File: src/rtl/mux_pkg.sv
// Shared helpers for mux_qual_arb: width derivation and the priority encoder
// used by both the fixed-priority and round-robin (MUX_RR_EN) arbiter modes.
package mux_pkg;

  // Widest request vector the priority encoder accepts.
  localparam int unsigned MaxCh = 32;

  // $clog2 that never returns 0, so a 1-entry range still gets a 1-bit field.
  function automatic int unsigned clog2_safe(input int unsigned n);
    return ($clog2(n) < 1) ? 1 : $clog2(n);
  endfunction

  // Width of a channel index.
  function automatic int unsigned ch_w(input int unsigned num_ch);
    return clog2_safe(num_ch);
  endfunction

  // Width of a stability counter that must hold 0..stable_cyc.
  function automatic int unsigned cnt_w(input int unsigned stable_cyc);
    return clog2_safe(stable_cyc + 1);
  endfunction

  // Index of the lowest set bit; 0 when nothing is requested.
  function automatic int unsigned prio_enc(input logic [MaxCh-1:0] req);
    int unsigned idx;
    idx = 0;
    for (int i = MaxCh - 1; i >= 0; i--) begin
      if (req[i]) idx = i;
    end
    return idx;
  endfunction

endpackage

File: src/rtl/mux_chan_qual.sv
// One input channel of mux_qual_arb: registers data/enable, counts stable
// cycles, snapshots the data once per enable episode and holds it pending
// until the arbiter grants it.
//   clk_a, arstn : clock, async active-low reset
//   data_i, en_i : raw channel data and enable
//   grant_i      : arbiter takes this channel's snapshot this cycle
//   pend_o       : snapshot waiting for delivery
//   snap_o       : snapshot value
//   ovf_o        : sticky, a pending snapshot was overwritten
module mux_chan_qual
  import mux_pkg::*;
#(
  parameter int unsigned DATA_W     = 4,
  parameter int unsigned STABLE_CYC = 3
) (
  input  logic              clk_a,
  input  logic              arstn,
  input  logic [DATA_W-1:0] data_i,
  input  logic              en_i,
  input  logic              grant_i,
  output logic              pend_o,
  output logic [DATA_W-1:0] snap_o,
  output logic              ovf_o
);

  localparam int unsigned      CNT_W  = cnt_w(STABLE_CYC);
  localparam logic [CNT_W-1:0] CntMax = CNT_W'(STABLE_CYC);

  logic [DATA_W-1:0] data_q, snap_q, snap_d;
  logic              en_q;
  logic [CNT_W-1:0]  cnt_q, cnt_d;
  logic              qual_q, qual_d;
  logic              pend_q, pend_d;
  logic              ovf_q, ovf_d;

  // Counter saturates, so reaching CntMax happens once per stable run;
  // qual_q marks that run and fires the snapshot on the following edge.
  always_comb begin
    cnt_d = cnt_q;
    if (!en_q || (data_i != data_q)) begin
      cnt_d = '0;
    end else if (cnt_q != CntMax) begin
      cnt_d = cnt_q + CNT_W'(1);
    end
    qual_d = (cnt_d == CntMax) && (cnt_q != CntMax);
  end

  // A qualification on the same edge as a grant keeps the new value pending
  // and is not an overwrite: the old value is leaving via the grant.
  always_comb begin
    snap_d = snap_q;
    pend_d = pend_q;
    ovf_d  = ovf_q;
    if (qual_q) begin
      snap_d = data_q;
      pend_d = 1'b1;
      if (pend_q && !grant_i) ovf_d = 1'b1;
    end else if (grant_i) begin
      pend_d = 1'b0;
    end
  end

  always_ff @(posedge clk_a or negedge arstn) begin
    if (!arstn) begin
      data_q <= '0;
      en_q   <= 1'b0;
      cnt_q  <= '0;
      qual_q <= 1'b0;
      snap_q <= '0;
      pend_q <= 1'b0;
      ovf_q  <= 1'b0;
    end else begin
      data_q <= data_i;
      en_q   <= en_i;
      cnt_q  <= cnt_d;
      qual_q <= qual_d;
      snap_q <= snap_d;
      pend_q <= pend_d;
      ovf_q  <= ovf_d;
    end
  end

  assign pend_o = pend_q;
  assign snap_o = snap_q;
  assign ovf_o  = ovf_q;

endmodule

File: src/rtl/mux_qual_arb.sv
// Multi-channel enable-qualified data mux. Each channel is debounced by
// mux_chan_qual; pending snapshots are arbitrated onto one registered output
// with a valid/ready handshake.
// Build option: define MUX_RR_EN for round-robin arbitration (search starts one
// past the last grant); otherwise fixed priority, lowest index wins.
//   clk_a, arstn         : clock, async active-low reset
//   data_in, data_en     : per-channel data (channel i at [i*DATA_W +: DATA_W])
//                          and enable
//   dataout, dout_ch     : delivered snapshot and its source channel
//   dout_valid/ready     : output handshake
//   ovf                  : sticky per-channel overwrite flags
module mux_qual_arb
  import mux_pkg::*;
#(
  parameter  int unsigned DATA_W     = 4,
  parameter  int unsigned NUM_CH     = 4,
  parameter  int unsigned STABLE_CYC = 3,
  localparam int unsigned CH_W       = ch_w(NUM_CH)
) (
  input  logic                     clk_a,
  input  logic                     arstn,
  input  logic [NUM_CH*DATA_W-1:0] data_in,
  input  logic [NUM_CH-1:0]        data_en,
  output logic [DATA_W-1:0]        dataout,
  output logic                     dout_valid,
  input  logic                     dout_ready,
  output logic [CH_W-1:0]          dout_ch,
  output logic [NUM_CH-1:0]        ovf
);

  logic [NUM_CH-1:0] pend;
  logic [NUM_CH-1:0] grant;
  logic [DATA_W-1:0] snap [NUM_CH];

  for (genvar i = 0; i < NUM_CH; i++) begin : g_chan
    mux_chan_qual #(
      .DATA_W    (DATA_W),
      .STABLE_CYC(STABLE_CYC)
    ) u_chan (
      .clk_a  (clk_a),
      .arstn  (arstn),
      .data_i (data_in[i*DATA_W +: DATA_W]),
      .en_i   (data_en[i]),
      .grant_i(grant[i]),
      .pend_o (pend[i]),
      .snap_o (snap[i]),
      .ovf_o  (ovf[i])
    );
  end

  logic             load, any_pend;
  logic [CH_W-1:0]  sel;
  logic [MaxCh-1:0] req_ext;
  logic [DATA_W-1:0] dataout_q, dataout_d;
  logic [CH_W-1:0]   dout_ch_q, dout_ch_d;
  logic              dout_valid_q, dout_valid_d;

  // Output register may load when empty or being emptied this edge.
  assign load     = !dout_valid_q || dout_ready;
  assign any_pend = |pend;

`ifdef MUX_RR_EN
  logic [CH_W-1:0]     ptr_q, ptr_d;
  logic [2*NUM_CH-1:0] pend_dbl;
  int unsigned         rr_sum;

  // Rotate so the search origin is bit 0, encode, then rotate the index back.
  always_comb begin
    pend_dbl = {pend, pend} >> ptr_q;
    req_ext  = '0;
    req_ext[NUM_CH-1:0] = pend_dbl[NUM_CH-1:0];
    rr_sum   = 32'(ptr_q) + prio_enc(req_ext);
    if (rr_sum >= NUM_CH) rr_sum = rr_sum - NUM_CH;
    sel      = CH_W'(rr_sum);
    ptr_d    = ptr_q;
    if (load && any_pend) begin
      ptr_d = (sel == CH_W'(NUM_CH - 1)) ? '0 : sel + CH_W'(1);
    end
  end

  always_ff @(posedge clk_a or negedge arstn) begin
    if (!arstn) ptr_q <= '0;
    else        ptr_q <= ptr_d;
  end
`else
  always_comb begin
    req_ext = '0;
    req_ext[NUM_CH-1:0] = pend;
    sel     = CH_W'(prio_enc(req_ext));
  end
`endif

  always_comb begin
    grant = '0;
    if (load && any_pend) grant[sel] = 1'b1;
  end

  // With nothing pending at a handshake, valid drops but data/channel hold.
  always_comb begin
    dout_valid_d = dout_valid_q;
    dataout_d    = dataout_q;
    dout_ch_d    = dout_ch_q;
    if (load) begin
      dout_valid_d = any_pend;
      if (any_pend) begin
        dataout_d = snap[sel];
        dout_ch_d = sel;
      end
    end
  end

  always_ff @(posedge clk_a or negedge arstn) begin
    if (!arstn) begin
      dout_valid_q <= 1'b0;
      dataout_q    <= '0;
      dout_ch_q    <= '0;
    end else begin
      dout_valid_q <= dout_valid_d;
      dataout_q    <= dataout_d;
      dout_ch_q    <= dout_ch_d;
    end
  end

  assign dout_valid = dout_valid_q;
  assign dataout    = dataout_q;
  assign dout_ch    = dout_ch_q;

endmodule

File: config.mk
export PLATFORM = sky130hd
export DESIGN_NAME = mux_qual_arb
export DESIGN_NICKNAME = d
export VERILOG_FILES = /design/src/rtl/mux_pkg.sv /design/src/rtl/mux_chan_qual.sv /design/src/rtl/mux_qual_arb.sv
export SDC_FILE = /design/constraint.sdc
export NUM_CORES = 1
export LEC_CHECK = 0
export ABC_AREA = 1
export ABC_CLOCK_PERIOD_IN_PS = 1380
export BUFFER_PORTS_ARGS = -buffer_cell sky130_fd_sc_hd__buf_2
export CAP_MARGIN = 5
export CORE_ASPECT_RATIO = 0.5
export CORE_MARGIN = 1
export CORE_UTILIZATION = 25
export DETAILED_ROUTE_END_ITERATION = 8
export HOLD_SLACK_MARGIN = 0.15
export PLACE_DENSITY_LB_ADDON = 0.2
export SLEW_MARGIN = 20
export SYNTH_ARGS = -nofsm -noshare
export SYNTH_HDL_FRONTEND = slang
export SYNTH_HIERARCHICAL = 1
export SYNTH_SLANG_ARGS = --single-unit
File: constraint.sdc
create_clock -name clk_a -period 1.38 [get_ports clk_a]
set_input_delay 0.276 -clock clk_a [delete_from_list [all_inputs] [get_ports clk_a]]
set_output_delay 0.276 -clock clk_a [all_outputs]
set_load 0.01 [all_outputs]
==> results by group, run 1 <==
Yosys
  • Number of synthesized flops with an enable pin: 0
  • Post-synthesis cell count: 307
  • Commonest register cell after synthesis: sky130_fd_sc_hd__dfrtp_1
  • Commonest cells in the netlist: sky130_fd_sc_hd__nand2_1, sky130_fd_sc_hd__dfrtp_1, sky130_fd_sc_hd__inv_1
  • Share of the synthesized area in the top cell type: 59.2%
  • Cell type with the highest aggregate area in the netlist: sky130_fd_sc_hd__dfrtp_1
  • Mapped cell area: around 0.0027 sq mm
  • Main area contributors after synthesis: sky130_fd_sc_hd__dfrtp_1, sky130_fd_sc_hd__nand2_1, sky130_fd_sc_hd__inv_1
  • Synth unique cells: 16
  • Count leader, synth: sky130_fd_sc_hd__nand2_1
  • Flops & latches, synth: 63
  • Avg Inst Size Synth: roughly 8.7 sq um
  • Sequential-to-total area share from yosys stat: roughly three fifths
  • Async S/R FF share, synth: 100%
  • Net count after synthesis: 330
  • Count of warnings emitted by yosys: 6

Routing
  • Mean number of vias per cell: between 3 and 4
  • Detailed-routing iteration count for the pre-antenna-repair pass: 4
  • Antenna viol nets, final: 0
  • DRC viols: 0
  • Iter 0 DRT Violations: 67
  • Wire length reported by the detailed router: 5.24 mm
  • Average wire length per cell after detail routing: around 10 um
  • Total via count in the routed design: ~2000

Final layout
  • Diodes inserted: 0
  • Core Util, Final: 34.3%
  • Layout cells sized above 1: 21.5%
  • Count of non-filler cells in the finished layout: 517
  • Cell area after layout: between 0.003 and 0.004 sq mm
  • Area growth syn-to-layout: 32.2%
  • Nets@finish: around 400

Global routing
  • Largest net degree at the start of global routing: 64
  • Number of global-route vias before repair: 1826
  • Grt ovf: 0
  • Antenna violations before repair: 0
  • Wire length of the first global-routing pass: approximately 8.6 mm
  • Total Routing Usage GR: 10.6%

Setup path
  • Worst path required time: 1.59 ns
  • Category of the worst setup path launch point: flop
  • Kind of critical path: reg -> reg
  • Cells along the critical path: inv_1 -> nand2_2 -> nand2_4 -> nand2_8 -> inv_2 -> nor3_1 -> inv_1 -> nand2_2 -> o21bai_1
  • Worst Setup End Kind: flop
  • CP Data Arrival Time: about 1.5 ns
  • Maximum fanout along the worst path: 12
  • Stage delay of the slowest cell on the critical path: just over 0.4 ns
  • CP max stage cell: sky130_fd_sc_hd__dfrtp_2

Die
  • Die width: 148 um
  • Core Rows: 26
  • Standard cell core area: ~0.010 sq mm
  • Die Area: between 0.01 and 0.015 sq mm
  • Ports placed on the boundary: 34
  • Initial standard-cell utilization of the core: ~26%
  • Die Height: roughly 75 um

Clock tree
  • Clock latency of the later-clocked register in the worst-skew pair: about 0.33 ns
  • TritonCTS clock tree: yes
  • Cell chosen for the clock root: sky130_fd_sc_hd__clkbuf_16
  • Clock Sinks: between 60 and 70
  • Count of H-tree levels built during CTS: 3
  • Total CTS buffers: 9
  • Deepest clock path buffer count: 2
  • Clock transition at the registers of the reported paths: 0.05 ns

Timing
  • Number of pins with negative max-slew slack in the final report: 0
  • Endpoints failing setup: 0
  • Slew margin rel.: 77.2%
  • Unrepaired setup endpoints after global routing: false
  • Transition time at the pin with the least slew margin: ~0.34 ns
  • Final worst-path cycle share: roughly nine tenths
  • Setup skew after layout: approximately 0.0047 ns
  • Post-route worst hold slack: about 0.30 ns
  • Final period demand of the worst path: about 1.3 ns
  • Final TNS setup: 0 ns
  • Final Hold Fails: 0
  • Highest clock rate: around 0.80 GHz

Outcome
  • Status: finished clean

Place
  • Port bufs: 33
  • DP Area: roughly 0.0030 sq mm
  • Cell Count Post-Placement: a little under 500
  • Final HPWL DP: 3.59 mm
  • Last weighted congestion value of the routability-driven placer: around 0.76

Worst hold path
  • Path class of the lowest-slack min-delay path: in -> reg

Pwr
  • Pwr dens: between 1500 and 2000 mW/mm^2
  • Static leakage: between 1.5 and 2 nW
  • Peak supply drop: between 0.7 and 0.8 mV

Job
  • Max-capacitance violation count: 0
## metrics by stage
stage | setup slack (ns) | power, mW
after global routing | 0.00408 | 5.94
after CTS | 0.0611 | 5.54
after global placement | 0.115 | 3.50
after floorplan | 0.161 | 3.15
after detailed placement | 0.0735 | 3.48
final | 0.123 | 5.54
## critical path: cells and delay by family, from the launching register on
family / cells / cell delay, ns
flops: 1 / 0.41
compound gates: 1 / 0.06
simple gates: 5 / 0.48
buf+inv: 3 / 0.18
## path summary, 6_finish.rpt
| path | start | to | slack, ns | depth (start not counted) |
|---|---|---|---|---|
| max reg2reg | g_chan[2].u_chan/pend_o$_DFFE_PN0P_ | g_chan[0].u_chan/ovf_o$_DFFE_PN0P_ | 0.12 | 9 |
| min in group asynchronous | arstn | dataout[0]$_DFFE_PN0P_ | 0.50 | 3 |
| min | dout_ready | dout_valid$_DFFE_PN0P_ | 0.30 | 4 |
| max | g_chan[2].u_chan/pend_o$_DFFE_PN0P_ | g_chan[0].u_chan/ovf_o$_DFFE_PN0P_ | 0.12 | 9 |
| min reg2reg | g_chan[0].u_chan/ovf_o$_DFFE_PN0P_ | g_chan[0].u_chan/ovf_o$_DFFE_PN0P_ | 0.46 | 1 |
| max in group asynchronous | arstn | g_chan[3].u_chan/pend_o$_DFFE_PN0P_ | 0.60 | 3 |
## cells by family after synthesis
logic type             count (synthesis)  synth area share (%)
AO/OA/AOI/OAI                         14                  3.15
XOR/XNOR                               4                  1.31
buffers and inverters                 57                  8.64
flip-flops                            63                  59.2
AND/OR/NAND/NOR                      169                  27.7
## sequential cells by signal (all words and copies together) (netlist names)
name                  cells
dout_valid                1
g_chan.u_chan/data_q     16
g_chan.u_chan/cnt_q       8
g_chan.u_chan/snap_o     16
g_chan.u_chan/en_q        4
dout_ch                   2
g_chan.u_chan/ovf_o       4
dataout                   4
g_chan.u_chan/qual_q      4
g_chan.u_chan/pend_o      4
## repair_timing
item                                    4_1_cts  5_1_grt
endpoints found under the hold margin        83        0
hold buffers                                 21        0
endpoints found under the setup margin        0        8
gates resized for setup                       0        7
buffers inserted                              0        1
## where the power goes
part	total [mW]	internal (mW)	leakage, nW	switching [mW]
Clock	1.95	1.22	0.127	0.731
Combinational	1.48	0.542	0.875	0.942
Sequential	2.10	2.00	0.823	0.103
## cell type report
type                       count  area, sq um
tap                          140          175
clock inverter                 2         10.0
clock buffer                  11          243
inverter                      56          210
sequential                    63         1580
multi-input combinational    187          887
fill                        1106         6760
timing repair buffer          58          418
## per-layer routing
| layer | part of all wire, % | GRT usage [%] | vias up | wire length (um) |
|---|---|---|---|---|
| met1 | 54 | 13.8 | 860 | 2800 |
| li1 | - | - | 1048 | - |
| met3 | 4.2 | 4.67 | 9 | 220 |
| met5 | 0 | 0 | - | 0 |
| met4 | 2.0 | 4.81 | 0 | 103 |
| met2 | 40 | 15.1 | 27 | 2110 |
## cells in the final DEF (no fill, tap or decap)
cell | netlist | final
sky130_fd_sc_hd__clkinv_2 | 0 | 2
sky130_fd_sc_hd__nand2_1 | 100 | 99
sky130_fd_sc_hd__nand3_1 | 16 | 16
sky130_fd_sc_hd__nor2_2 | 9 | 8
sky130_fd_sc_hd__nand2_8 | 0 | 1
sky130_fd_sc_hd__xnor2_1 | 4 | 4
sky130_fd_sc_hd__inv_1 | 52 | 52
sky130_fd_sc_hd__nor3_1 | 2 | 1
sky130_fd_sc_hd__buf_2 | 0 | 33
sky130_fd_sc_hd__o21ai_0 | 9 | 9
sky130_fd_sc_hd__dfrtp_1 | 63 | 61
sky130_fd_sc_hd__clkbuf_16 | 0 | 9
sky130_fd_sc_hd__o21bai_1 | 4 | 4
sky130_fd_sc_hd__nand2_2 | 8 | 9
sky130_fd_sc_hd__dlygate4sd3_1 | 0 | 21
sky130_fd_sc_hd__buf_4 | 0 | 3
sky130_fd_sc_hd__clkbuf_8 | 0 | 1
sky130_fd_sc_hd__clkbuf_1 | 0 | 1
sky130_fd_sc_hd__dfrtp_2 | 0 | 2
sky130_fd_sc_hd__inv_2 | 4 | 4
sky130_fd_sc_hd__nor2_4 | 0 | 1
sky130_fd_sc_hd__o21ai_4 | 0 | 1
sky130_fd_sc_hd__nor3_2 | 0 | 1
sky130_fd_sc_hd__buf_12 | 1 | 1
sky130_fd_sc_hd__nand2_4 | 2 | 1
sky130_fd_sc_hd__nor2_1 | 28 | 28
sky130_fd_sc_hd__nand3_2 | 4 | 4
Power figures use the tool's default switching activity.
==> run 2: changes to the inputs <==
--- a/config.mk
+++ b/config.mk
@@ -13,6 +13,7 @@
 export CORE_MARGIN = 1
 export CORE_UTILIZATION = 25
 export DETAILED_ROUTE_END_ITERATION = 8
+export GPL_TIMING_DRIVEN = 0
 export HOLD_SLACK_MARGIN = 0.15
 export PLACE_DENSITY_LB_ADDON = 0.2
 export SLEW_MARGIN = 20
==> results by group, run 2 (same netlist as run 1, synthesis figures left out) <==
Routing
  • Detailed-routing iteration count for the pre-antenna-repair pass: 4 (unchanged)
  • DRC viols: 0 (unchanged)
  • Mean number of vias per cell: 3.76 (about the same)
  • Total via count in the routed design: 1978 (+1.7%)
  • Iter 0 DRT Violations: 82 (+22%)
  • Average wire length per cell after detail routing: 9.84 um (-2.8%)
  • Wire length reported by the detailed router: 5.18 mm (-1.1%)
  • Antenna viol nets, final: 0 (unchanged)

Place
  • Last weighted congestion value of the routability-driven placer: 0.737 (-3.1%)
  • Port bufs: 33 (unchanged)
  • Cell Count Post-Placement: 481 (-0.21%)
  • Final HPWL DP: 3.61 mm (+0.52%)

Job
  • Max-capacitance violation count: 0 (unchanged)

Clock tree
  • Cell chosen for the clock root: sky130_fd_sc_hd__clkbuf_16
  • TritonCTS clock tree: yes
  • Count of H-tree levels built during CTS: 3 (unchanged)
  • Total CTS buffers: 9 (unchanged)
  • Clock Sinks: 63 (unchanged)
  • Deepest clock path buffer count: 2 (unchanged)
  • Clock latency of the later-clocked register in the worst-skew pair: 0.33 ns (about the same)
  • Clock transition at the registers of the reported paths: 0.05 ns (about the same)

Global routing
  • Antenna violations before repair: 0 (unchanged)
  • Grt met2 use: 14.7% (-0.42 points)
  • Met3 track demand over resource: 5.45% (+0.79 points)
  • Total Routing Usage GR: 10.5% (-0.078 points)
  • Number of global-route vias before repair: 1902 (+4.2%)
  • Global-route track usage on met1: 13.5% (-0.29 points)
  • Top Usage Layer GRT: met2
  • Grt ovf: 0 (unchanged)
  • Wire length of the first global-routing pass: 8.57 mm (about the same)
  • Largest net degree at the start of global routing: 39 (-39%)

Timing
  • Final period demand of the worst path: 1.32 ns (+0.0633 ns)
  • Final Hold Fails: 0 (unchanged)
  • Post-route worst hold slack: 0.311 ns (+0.0104 ns)
  • Transition time at the pin with the least slew margin: 0.357 ns (+0.0151 ns)
  • Setup skew after layout: 0.00498 ns (+0.000296 ns)
  • Unrepaired setup endpoints after global routing: true
  • Number of pins with negative max-slew slack in the final report: 0 (unchanged)
  • Highest clock rate: 0.757 GHz (-4.8%)
  • Endpoints failing setup: 0 (unchanged)
  • Slew margin rel.: 76.2% (-1.0 points)
  • Final worst-path cycle share: 95.7% (+4.6 points)

Setup path
  • Worst Setup End Kind: flop
  • Worst R2R Start: g_chan[2].u_chan/pend_o$_DFFE_PN0P_
  • Worst path required time: 1.59 ns (about the same)
  • Maximum fanout along the worst path: 5 (-7)
  • Count of cells along the worst register-to-register path: 9 (unchanged)
  • Category of the worst setup path launch point: flop
  • Worst r2r dst: g_chan[1].u_chan/ovf_o$_DFFE_PN0P_
  • CP Data Arrival Time: 1.53 ns (+0.07 ns)
  • Worst reg2reg setup slack: 0.06 ns (-0.06 ns)
  • Kind of critical path: reg -> reg

Final layout
  • Layout cells sized above 1: 24.6% (+3.1 points)
  • Nets@finish: 404 (+1.5%)
  • Commonest cells after routing, fill and taps aside: sky130_fd_sc_hd__nand2_1, sky130_fd_sc_hd__dfrtp_1, sky130_fd_sc_hd__inv_1, sky130_fd_sc_hd__buf_2, sky130_fd_sc_hd__nor2_1
  • Area growth syn-to-layout: 37.8%
  • Count of non-filler cells in the finished layout: 526 (+1.7%)
  • Most frequent standard cell in the layout excluding fill and tap cells: sky130_fd_sc_hd__nand2_1
  • Diodes inserted: 0 (unchanged)

Die
  • Standard cell core area: 0.0103 sq mm (unchanged)
  • Ports placed on the boundary: 34 (unchanged)
  • Die Height: 75.0 um (unchanged)
  • Die width: 148 um (unchanged)
  • Core Rows: 26 (unchanged)
  • Initial standard-cell utilization of the core: 25.9% (unchanged)
  • Die Area: 0.0111 sq mm (unchanged)

Pwr
  • Static leakage: 1.91 nW (+4.4%)
  • Peak supply drop: 0.586 mV (-18%)
  • Pwr dens: 1730 mW/mm^2 (+10%)

Worst hold path
  • Number of cells traversed by the worst hold path: 4 (unchanged)
  • Hold Path End: dout_valid$_DFFE_PN0P_
  • Path class of the lowest-slack min-delay path: in -> reg
  • Hold wc startpoint: dout_ready

Outcome
  • Status: finished clean
## run 2: cell count changes in the layout (fill, tap and decap cells not counted), sizes merged
cell / before / now
buf: 37 / 42
clkbuf: 11 / 15
bufinv: 0 / 1
clkinv: 2 / 1
## run 2: worst max-delay path by stage
| stage | cells past startpoint | slack, ns | end | startpoint |
|---|---|---|---|---|
| 2_1_floorplan | 9 | 0.16 | g_chan[1].u_chan/ovf_o$_DFFE_PN0P_ | g_chan[2].u_chan/pend_o$_DFFE_PN0P_ |
| 3_3_place_gp | 1 | -0.28 | g_chan[1].u_chan/en_q$_DFF_PN0_ | arstn |
| 3_5_place_dp | 9 | 0.01 | g_chan[1].u_chan/ovf_o$_DFFE_PN0P_ | g_chan[2].u_chan/pend_o$_DFFE_PN0P_ |
| 4_1_cts | 9 | 0.006 | g_chan[1].u_chan/ovf_o$_DFFE_PN0P_ | g_chan[2].u_chan/pend_o$_DFFE_PN0P_ |
| 5_1_grt | 9 | -0.03 | g_chan[1].u_chan/ovf_o$_DFFE_PN0P_ | g_chan[2].u_chan/pend_o$_DFFE_PN0P_ |
| 6_report | 9 | 0.06 | g_chan[1].u_chan/ovf_o$_DFFE_PN0P_ | g_chan[2].u_chan/pend_o$_DFFE_PN0P_ |
## run 2: per-layer routing
| metal | vias to the layer above | share of wire, % |
|---|---|---|
| li1 | 1066 | - |
| met1 | 875 | 52 |
| met2 | 28 | 41 |
| met3 | 9 | 5.8 |
| met4 | 0 | 1.2 |
| met5 | - | 0 |
## run 2: final cells by class
cell class | instances | area, sq um
clock inverters | 2 | 35.0
well taps | 140 | 175
plain buffers | 1 | 20.0
repair buffers | 63 | 475
fillers | 1095 | 6610
clock buffers | 14 | 294
flip-flops and latches | 63 | 1580
multi-input cells | 187 | 883
inverters | 56 | 213
## run 2: what timing repair did
item	CTS	global route
gates resized for setup	0	10
setup buffers	0	7
hold buffers	21	0
hold endpoints to repair	45	0
setup endpoints to repair	0	10
## run 2: critical path: stages (launching register included)
cell	delay (ns)
sky130_fd_sc_hd__dfrtp_1	0.42
sky130_fd_sc_hd__inv_2	0.07
sky130_fd_sc_hd__nand2_2	0.05
sky130_fd_sc_hd__nand2_4	0.10
sky130_fd_sc_hd__nand2_4	0.08
sky130_fd_sc_hd__clkbuf_16	0.17
sky130_fd_sc_hd__nor3_2	0.11
sky130_fd_sc_hd__inv_1	0.07
sky130_fd_sc_hd__nand2_2	0.07
sky130_fd_sc_hd__o21bai_1	0.06
## run 2: power by group
group          switching, mW  internal (mW)
logic                   1.03          0.849
clock network          0.746           1.64
registers             0.0994           1.99
## run 2: stage by stage
stage / setup TNS (ns) / area [sq um] / worst slack [ns] / util [%] / total power [mW]
floorplan: 0 / 2670 / 0.161 / - / 3.15
global placement: -17.44 / 3010 / -0.281 / 29.2 / 3.55
detailed placement: 0 / 3030 / 0.0142 / 29.5 / 3.55
CTS: 0 / 3570 / 0.00568 / 34.7 / 6.03
global route: -0.0760 / 3670 / -0.0294 / 35.7 / 6.76
finish: 0 / 3670 / 0.0597 / 35.7 / 6.35
